===== config.mk =====
export PLATFORM = sky130hd
export DESIGN_NAME = vip_in_buffer
export DESIGN_NICKNAME = d
export VERILOG_FILES = /design/src/rtl/vip_in_buffer_pkg.sv /design/src/rtl/vip_pos_counter.sv /design/src/rtl/vip_in_buffer.sv
export SDC_FILE = /design/constraint.sdc
export NUM_CORES = 2
export LEC_CHECK = 0
export CAP_MARGIN = 30
export CORE_MARGIN = 3
export CORE_UTILIZATION = 29
export DETAILED_ROUTE_END_ITERATION = 8
export SYNTH_ARGS = -nofsm -noshare
export SYNTH_HDL_FRONTEND = slang
export SYNTH_SLANG_ARGS = --single-unit

===== constraint.sdc =====
create_clock -name clock -period 8.9 [get_ports clock]
set_clock_uncertainty 0.15 [all_clocks]
set_input_delay 2.67 -clock clock [delete_from_list [all_inputs] [get_ports clock]]
set_output_delay 2.67 -clock clock [all_outputs]
set_load 0.01 [all_outputs]

===== src/rtl/vip_in_buffer_pkg.sv =====
`default_nettype none
// ============================================================================
// Module      : vip_in_buffer_pkg
// Description : Shared image dimensions, channel count and position-tag type
//               for the VGG16 pixel input path.
// Revision    : 1.0 - initial release
// ============================================================================
package vip_in_buffer_pkg;

    // Image geometry shared across the pipeline stages
    localparam int c_IMG_WIDTH  = 224;
    localparam int c_IMG_HEIGHT = 224;
    localparam int c_NUM_IMG    = 1;

    // Channel words carried per pixel
    localparam int c_NUM_CH     = 8;

    // Frame-position tags attached to the head pixel
    typedef struct packed {
        logic sof;
        logic eol;
        logic eof;
    } pos_tags_t;

    // Counter width that stays legal for a dimension of 1
    function automatic int cnt_w(input int n);
        return (n > 1) ? $clog2(n) : 1;
    endfunction

endpackage
`default_nettype wire


===== src/rtl/vip_pos_counter.sv =====
`default_nettype none
// ============================================================================
// Module      : vip_pos_counter
// Description : Column/row tracker for a pixel stream with start-of-frame,
//               end-of-line and end-of-frame decode. Advances on each
//               accepted pixel; tags are gated by the stream valid.
// Revision    : 1.0 - initial release
// ============================================================================
module vip_pos_counter
    import vip_in_buffer_pkg::*;
#(
    parameter int WIDTH  = c_IMG_WIDTH,
    parameter int HEIGHT = c_IMG_HEIGHT
) (
    input  logic      clock,
    input  logic      reset,
    input  logic      advance,
    input  logic      valid,
    output pos_tags_t tags
);

    localparam int c_CW = cnt_w(WIDTH);
    localparam int c_RW = cnt_w(HEIGHT);

    logic [c_CW-1:0] r_col;
    logic [c_RW-1:0] r_row;
    logic            w_last_col;
    logic            w_last_row;

    assign w_last_col = (r_col == c_CW'(WIDTH - 1));
    assign w_last_row = (r_row == c_RW'(HEIGHT - 1));

    // Step col/row on every consumed pixel; full wrap after the last pixel of a frame
    always_ff @(posedge clock or posedge reset) begin
        if (reset) begin
            r_col <= '0;
            r_row <= '0;
        end else if (advance) begin
            if (w_last_col) begin
                r_col <= '0;
                r_row <= w_last_row ? '0 : r_row + c_RW'(1);
            end else begin
                r_col <= r_col + c_CW'(1);
            end
        end
    end

    // Position decode of the current head pixel
    always_comb begin
        tags.sof = valid && (r_col == '0) && (r_row == '0);
        tags.eol = valid && w_last_col;
        tags.eof = valid && w_last_col && w_last_row;
    end

endmodule
`default_nettype wire


===== src/rtl/vip_in_buffer.sv =====
`default_nettype none
// ============================================================================
// Module      : vip_in_buffer
// Description : Receive buffer for the 8-channel pixel write interface.
//               First-word-fall-through FIFO with registered full flag,
//               sticky overflow and frame-position tagging on the output.
// Revision    : 1.0 - initial release
// ============================================================================
module vip_in_buffer
    import vip_in_buffer_pkg::*;
#(
    parameter int DATA_WIDTH = 32,
    parameter int DEPTH      = 16,
    parameter int WIDTH      = c_IMG_WIDTH,
    parameter int HEIGHT     = c_IMG_HEIGHT
) (
    input  logic                    clock,
    input  logic                    reset,
    input  logic [DATA_WIDTH-1:0]   fifo_in_data_0,
    input  logic [DATA_WIDTH-1:0]   fifo_in_data_1,
    input  logic [DATA_WIDTH-1:0]   fifo_in_data_2,
    input  logic [DATA_WIDTH-1:0]   fifo_in_data_3,
    input  logic [DATA_WIDTH-1:0]   fifo_in_data_4,
    input  logic [DATA_WIDTH-1:0]   fifo_in_data_5,
    input  logic [DATA_WIDTH-1:0]   fifo_in_data_6,
    input  logic [DATA_WIDTH-1:0]   fifo_in_data_7,
    input  logic                    fifo_in_wrreq,
    output logic                    fifo_in_full,
    output logic [DATA_WIDTH-1:0]   out_data_0,
    output logic [DATA_WIDTH-1:0]   out_data_1,
    output logic [DATA_WIDTH-1:0]   out_data_2,
    output logic [DATA_WIDTH-1:0]   out_data_3,
    output logic [DATA_WIDTH-1:0]   out_data_4,
    output logic [DATA_WIDTH-1:0]   out_data_5,
    output logic [DATA_WIDTH-1:0]   out_data_6,
    output logic [DATA_WIDTH-1:0]   out_data_7,
    output logic                    out_valid,
    input  logic                    out_ready,
    output logic                    out_sof,
    output logic                    out_eol,
    output logic                    out_eof,
    output logic [$clog2(DEPTH):0]  level,
    output logic                    overflow
);

    localparam int c_AW     = $clog2(DEPTH);
    localparam int c_LW     = c_AW + 1;
    localparam int c_WORD_W = c_NUM_CH * DATA_WIDTH;

    logic [c_WORD_W-1:0]   r_mem [DEPTH];
    logic [c_AW-1:0]       r_wr_ptr;
    logic [c_AW-1:0]       r_rd_ptr;
    logic [c_LW-1:0]       r_level;
    logic [c_LW-1:0]       w_level_nxt;
    logic                  r_full;
    logic                  r_overflow;
    logic                  w_push;
    logic                  w_pop;
    logic                  w_valid;
    logic [DATA_WIDTH-1:0] w_in_ch [c_NUM_CH];
    logic [c_WORD_W-1:0]   w_wr_word;
    logic [c_WORD_W-1:0]   w_rd_word;
    pos_tags_t             w_tags;

    assign w_in_ch[0] = fifo_in_data_0;
    assign w_in_ch[1] = fifo_in_data_1;
    assign w_in_ch[2] = fifo_in_data_2;
    assign w_in_ch[3] = fifo_in_data_3;
    assign w_in_ch[4] = fifo_in_data_4;
    assign w_in_ch[5] = fifo_in_data_5;
    assign w_in_ch[6] = fifo_in_data_6;
    assign w_in_ch[7] = fifo_in_data_7;

    // Channel 0 occupies the low word of an entry
    for (genvar g = 0; g < c_NUM_CH; g++) begin : g_pack
        assign w_wr_word[g*DATA_WIDTH +: DATA_WIDTH] = w_in_ch[g];
    end

    // Full is registered, so a push in the same cycle as a pop at DEPTH is refused
    assign w_valid = (r_level != '0);
    assign w_push  = fifo_in_wrreq && !r_full;
    assign w_pop   = w_valid && out_ready;

    // Occupancy after this edge; simultaneous push and pop cancel
    always_comb begin
        w_level_nxt = r_level;
        case ({w_push, w_pop})
            2'b10:   w_level_nxt = r_level + c_LW'(1);
            2'b01:   w_level_nxt = r_level - c_LW'(1);
            default: w_level_nxt = r_level;
        endcase
    end

    // Pointer, occupancy and flag state
    always_ff @(posedge clock or posedge reset) begin
        if (reset) begin
            r_wr_ptr   <= '0;
            r_rd_ptr   <= '0;
            r_level    <= '0;
            r_full     <= 1'b0;
            r_overflow <= 1'b0;
        end else begin
            if (w_push) r_wr_ptr <= r_wr_ptr + c_AW'(1);
            if (w_pop)  r_rd_ptr <= r_rd_ptr + c_AW'(1);
            r_level <= w_level_nxt;
            r_full  <= (w_level_nxt == c_LW'(DEPTH));
            if (fifo_in_wrreq && r_full) r_overflow <= 1'b1;
        end
    end

    // Storage is not reset; the read side is gated by valid instead
    always_ff @(posedge clock) begin
        if (w_push) r_mem[r_wr_ptr] <= w_wr_word;
    end

    assign w_rd_word = w_valid ? r_mem[r_rd_ptr] : '0;

    vip_pos_counter #(
        .WIDTH  (WIDTH),
        .HEIGHT (HEIGHT)
    ) u_pos (
        .clock   (clock),
        .reset   (reset),
        .advance (w_pop),
        .valid   (w_valid),
        .tags    (w_tags)
    );

    assign out_data_0   = w_rd_word[0*DATA_WIDTH +: DATA_WIDTH];
    assign out_data_1   = w_rd_word[1*DATA_WIDTH +: DATA_WIDTH];
    assign out_data_2   = w_rd_word[2*DATA_WIDTH +: DATA_WIDTH];
    assign out_data_3   = w_rd_word[3*DATA_WIDTH +: DATA_WIDTH];
    assign out_data_4   = w_rd_word[4*DATA_WIDTH +: DATA_WIDTH];
    assign out_data_5   = w_rd_word[5*DATA_WIDTH +: DATA_WIDTH];
    assign out_data_6   = w_rd_word[6*DATA_WIDTH +: DATA_WIDTH];
    assign out_data_7   = w_rd_word[7*DATA_WIDTH +: DATA_WIDTH];
    assign out_valid    = w_valid;
    assign out_sof      = w_tags.sof;
    assign out_eol      = w_tags.eol;
    assign out_eof      = w_tags.eof;
    assign fifo_in_full = r_full;
    assign level        = r_level;
    assign overflow     = r_overflow;

endmodule
`default_nettype wire


==> run metrics <==
Syn Inst Count=6,140; clock transition at the registers of the reported paths=0.06 ns; EDFF count, synth=4,096; Storage cell area=0.124 mm^2; Area Overhead vs Synth=19.1%; initial drt markers=7,097; Switching Share=29.3%; cell with the most instances after synthesis=edfxtp_1; proportion of power drawn by the clock network=28.1%; post-synthesis sequential element count=4,127; synthesized net count=6,412; total length of routed wires=400 mm; Final Util=34.7%; fraction of the cycle the final worst path needs=86.4%; primary flip-flop cell chosen by synthesis mapping=edfxtp_1; post-CTS setup-driven buffer insertion count=0; IO buf count=526; standard-cell row count=269; Setup Crit Path Kind=reg -> out; Async SR Flop Fraction=0.751%; effective utilization at floorplan=29.1%; power density of the placed cells=324 mW/mm^2; number of vias in the routed layout=70.7k; critical path endpoint category=output port; synth cell count leaders=4,096 x edfxtp_1, 1,280 x mux4_2, 272 x and2_1; mean routed wirelength per cell=27.4 um; worst hold slack=0.317 ns; remaining antenna violation count=0; horizontal die dimension=741 um; die boundary height=741 um; headroom to the max-slew limit=38.7%; number of buffers inserted for hold repair after clock tree synthesis=0; status=finished clean; number of levels in the clock H-tree=5; leakage power of the design=56.9 nW; fraction of power consumed by sequential logic=39.7%; clock tree from TritonCTS=yes; core region area=0.538 mm^2; total global routing overflow=0; count of yosys warnings during synthesis=0; CP max FO=65; ranking of synthesized cells by area=edfxtp_1 79%, mux4_2 18%, and2_1 1.1%; root buffer selected by CTS=clkbuf_16; Avg Cell Area, Syn=25.5 um^2; # fillers=49.1k; Num CTS Buffers=425; count of unresolved DRC violations after routing=0; Setup violations, final=0; Resize count post-CTS=0; dpl hpwl=221 mm; number of max-cap violations=0; weighted congestion at the end of routability-driven global placement=0.720; Synth Cell Area=0.157 mm^2; total negative slack for setup checks=0 ns; time the final worst path needs with I/O delays and setup=7.69 ns; endpoint required time on the critical path=6.08 ns; post-DR vias/cell=4.84; number of top-level pins=527; Detailed Routing Iterations Pass 1=6; Yosys top cell by area=edfxtp_1; clock insertion delay at the later pin of the skew report=1.00 ns; area of the die=0.549 mm^2; layout cells sized above 1=29.3%; hold violation count in the final report=0; sequential cell area fraction in the yosys report=79.0%; buffer depth of the longest clock path=4; combined global-route utilization of all metal layers=14.2%; wire length of the first global-routing pass=569 mm; number of antenna violations at the first check in global routing=86; internal power=42.7 mW; category of the worst setup path launch point=flop; reported net switching power=17.7 mW; Post-layout nets=7,323; Worst Tran Pin Value=0.919 ns; pins over their slew limit=0; sink count of the clock tree=4,127; via count of the first global-routing pass=74.7k; Yosys cell types=39; proportion of netlist area held by the largest area contributor=78.5%; VDD IR-drop max=236 uV; crit path DAT=4.87 ns; top achievable clock speed=0.130 GHz; Final Power=60.5 mW; class of the most critical hold timing path=reg -> reg; unrepaired setup endpoints after global routing=no; area used by multi-input combinational logic=0.0314 mm^2; pin count of the biggest net entering global routing=133; part of the total power dissipated in combinational logic=32.2%
## power groups by stage
stage	Clock [mW]	Sequential (mW)	Combinational, mW
4_1_cts	17.4	24.0	20.0
3_5_place_dp	0	24.4	19.9
6_report	17.0	24.0	19.5
5_1_grt	18.2	24.1	20.7
3_3_place_gp	0	24.3	19.8
2_1_floorplan	0	24.5	11.7
## sequential cells by signal (all words and copies together) (netlist names)
name / cells
fifo_in_full: 1
level: 5
overflow: 1
r_mem: 4096
r_rd_ptr: 4
r_wr_ptr: 4
u_pos.r_col: 8
u_pos.r_row: 8
## stage by stage
stage	instance area [um^2]	std cells	setup WS [ns]
4_1_cts	187000	14600	0.935
3_5_place_dp	173000	13800	2.14
3_3_place_gp	173000	13800	2.17
2_1_floorplan	157000	6140	-1.11
6_report	187000	14600	1.21
5_1_grt	187000	14600	0.898
## metal layers
metal	GRT usage, %	share of wire [%]	wire, um
met1	18.3	40	160000
met2	24.9	52	206000
met3	2.47	6.0	24000
met4	3.69	2.5	10000
met5	0	0.092	368
## placed cells by master, fill, tap and decap left out, drive strengths merged, types with 12 or more instances in the layout
master	count
clkbuf	534
ha	12
diode	23
bufinv	21
dfrtp	31
buf	279
clkinv	197
o21ai	12
and2	272
mux4	1280
edfxtp	4096
inv	27
clkdlybuf4s50	526
nand2	18
xnor2	12
## final timing paths
kind / startpoint / to / slack [ns] / depth (start not counted)
max in group asynchronous: reset / r_rd_ptr[3]$_DFFE_PP0N_ / 6.37 / 3
worst min register to register: overflow$_DFFE_PP0P_ / overflow$_DFFE_PP0P_ / 0.32 / 1
worst max register to register: fifo_in_full$_DFF_PP0_ / r_mem[11][159]$_DFFE_PP_ / 5.06 / 6
min in group asynchronous: reset / level[3]$_DFF_PP0_ / 1.89 / 3
worst max-delay path: r_rd_ptr[0]$_DFFE_PP0N_ / out_data_2[18] / 1.21 / 6
worst min-delay path: overflow$_DFFE_PP0P_ / overflow$_DFFE_PP0P_ / 0.32 / 1
## worst max-delay path: stages, from the launching register on
cell and delay [ns]:
dfrtp_4 1.00, buf_12 0.47, buf_12 0.35, mux4_2 0.55
mux4_2 0.49, and2_1 0.22, clkdlybuf4s50_1 0.50
## cells by family (layout without fill, tap and decap cells)
logic type | after synthesis | in the layout | share of synthesized area, %
compound gates | 26 | 26 | 0.104
xor+xnor | 19 | 19 | 0.106
fa+ha+maj | 12 | 12 | 0.0958
buf+inv | 334 | 1595 | 0.961
flops | 4127 | 4127 | 79.0
mux | 1281 | 1281 | 18.4
other cells | 0 | 23 | 0
simple gates | 341 | 341 | 1.32
## area by class of cell
type                       count  area share (%)
clock inverter               243            1.23
inverter                      13          0.0302
timing repair buffer         805            4.75
tap                         7181            4.82
antenna                       23          0.0309
sequential                  4127            66.4
multi-input combinational   1679            16.8
clock buffer                 534            5.95
(Power assumes the default switching activity.)
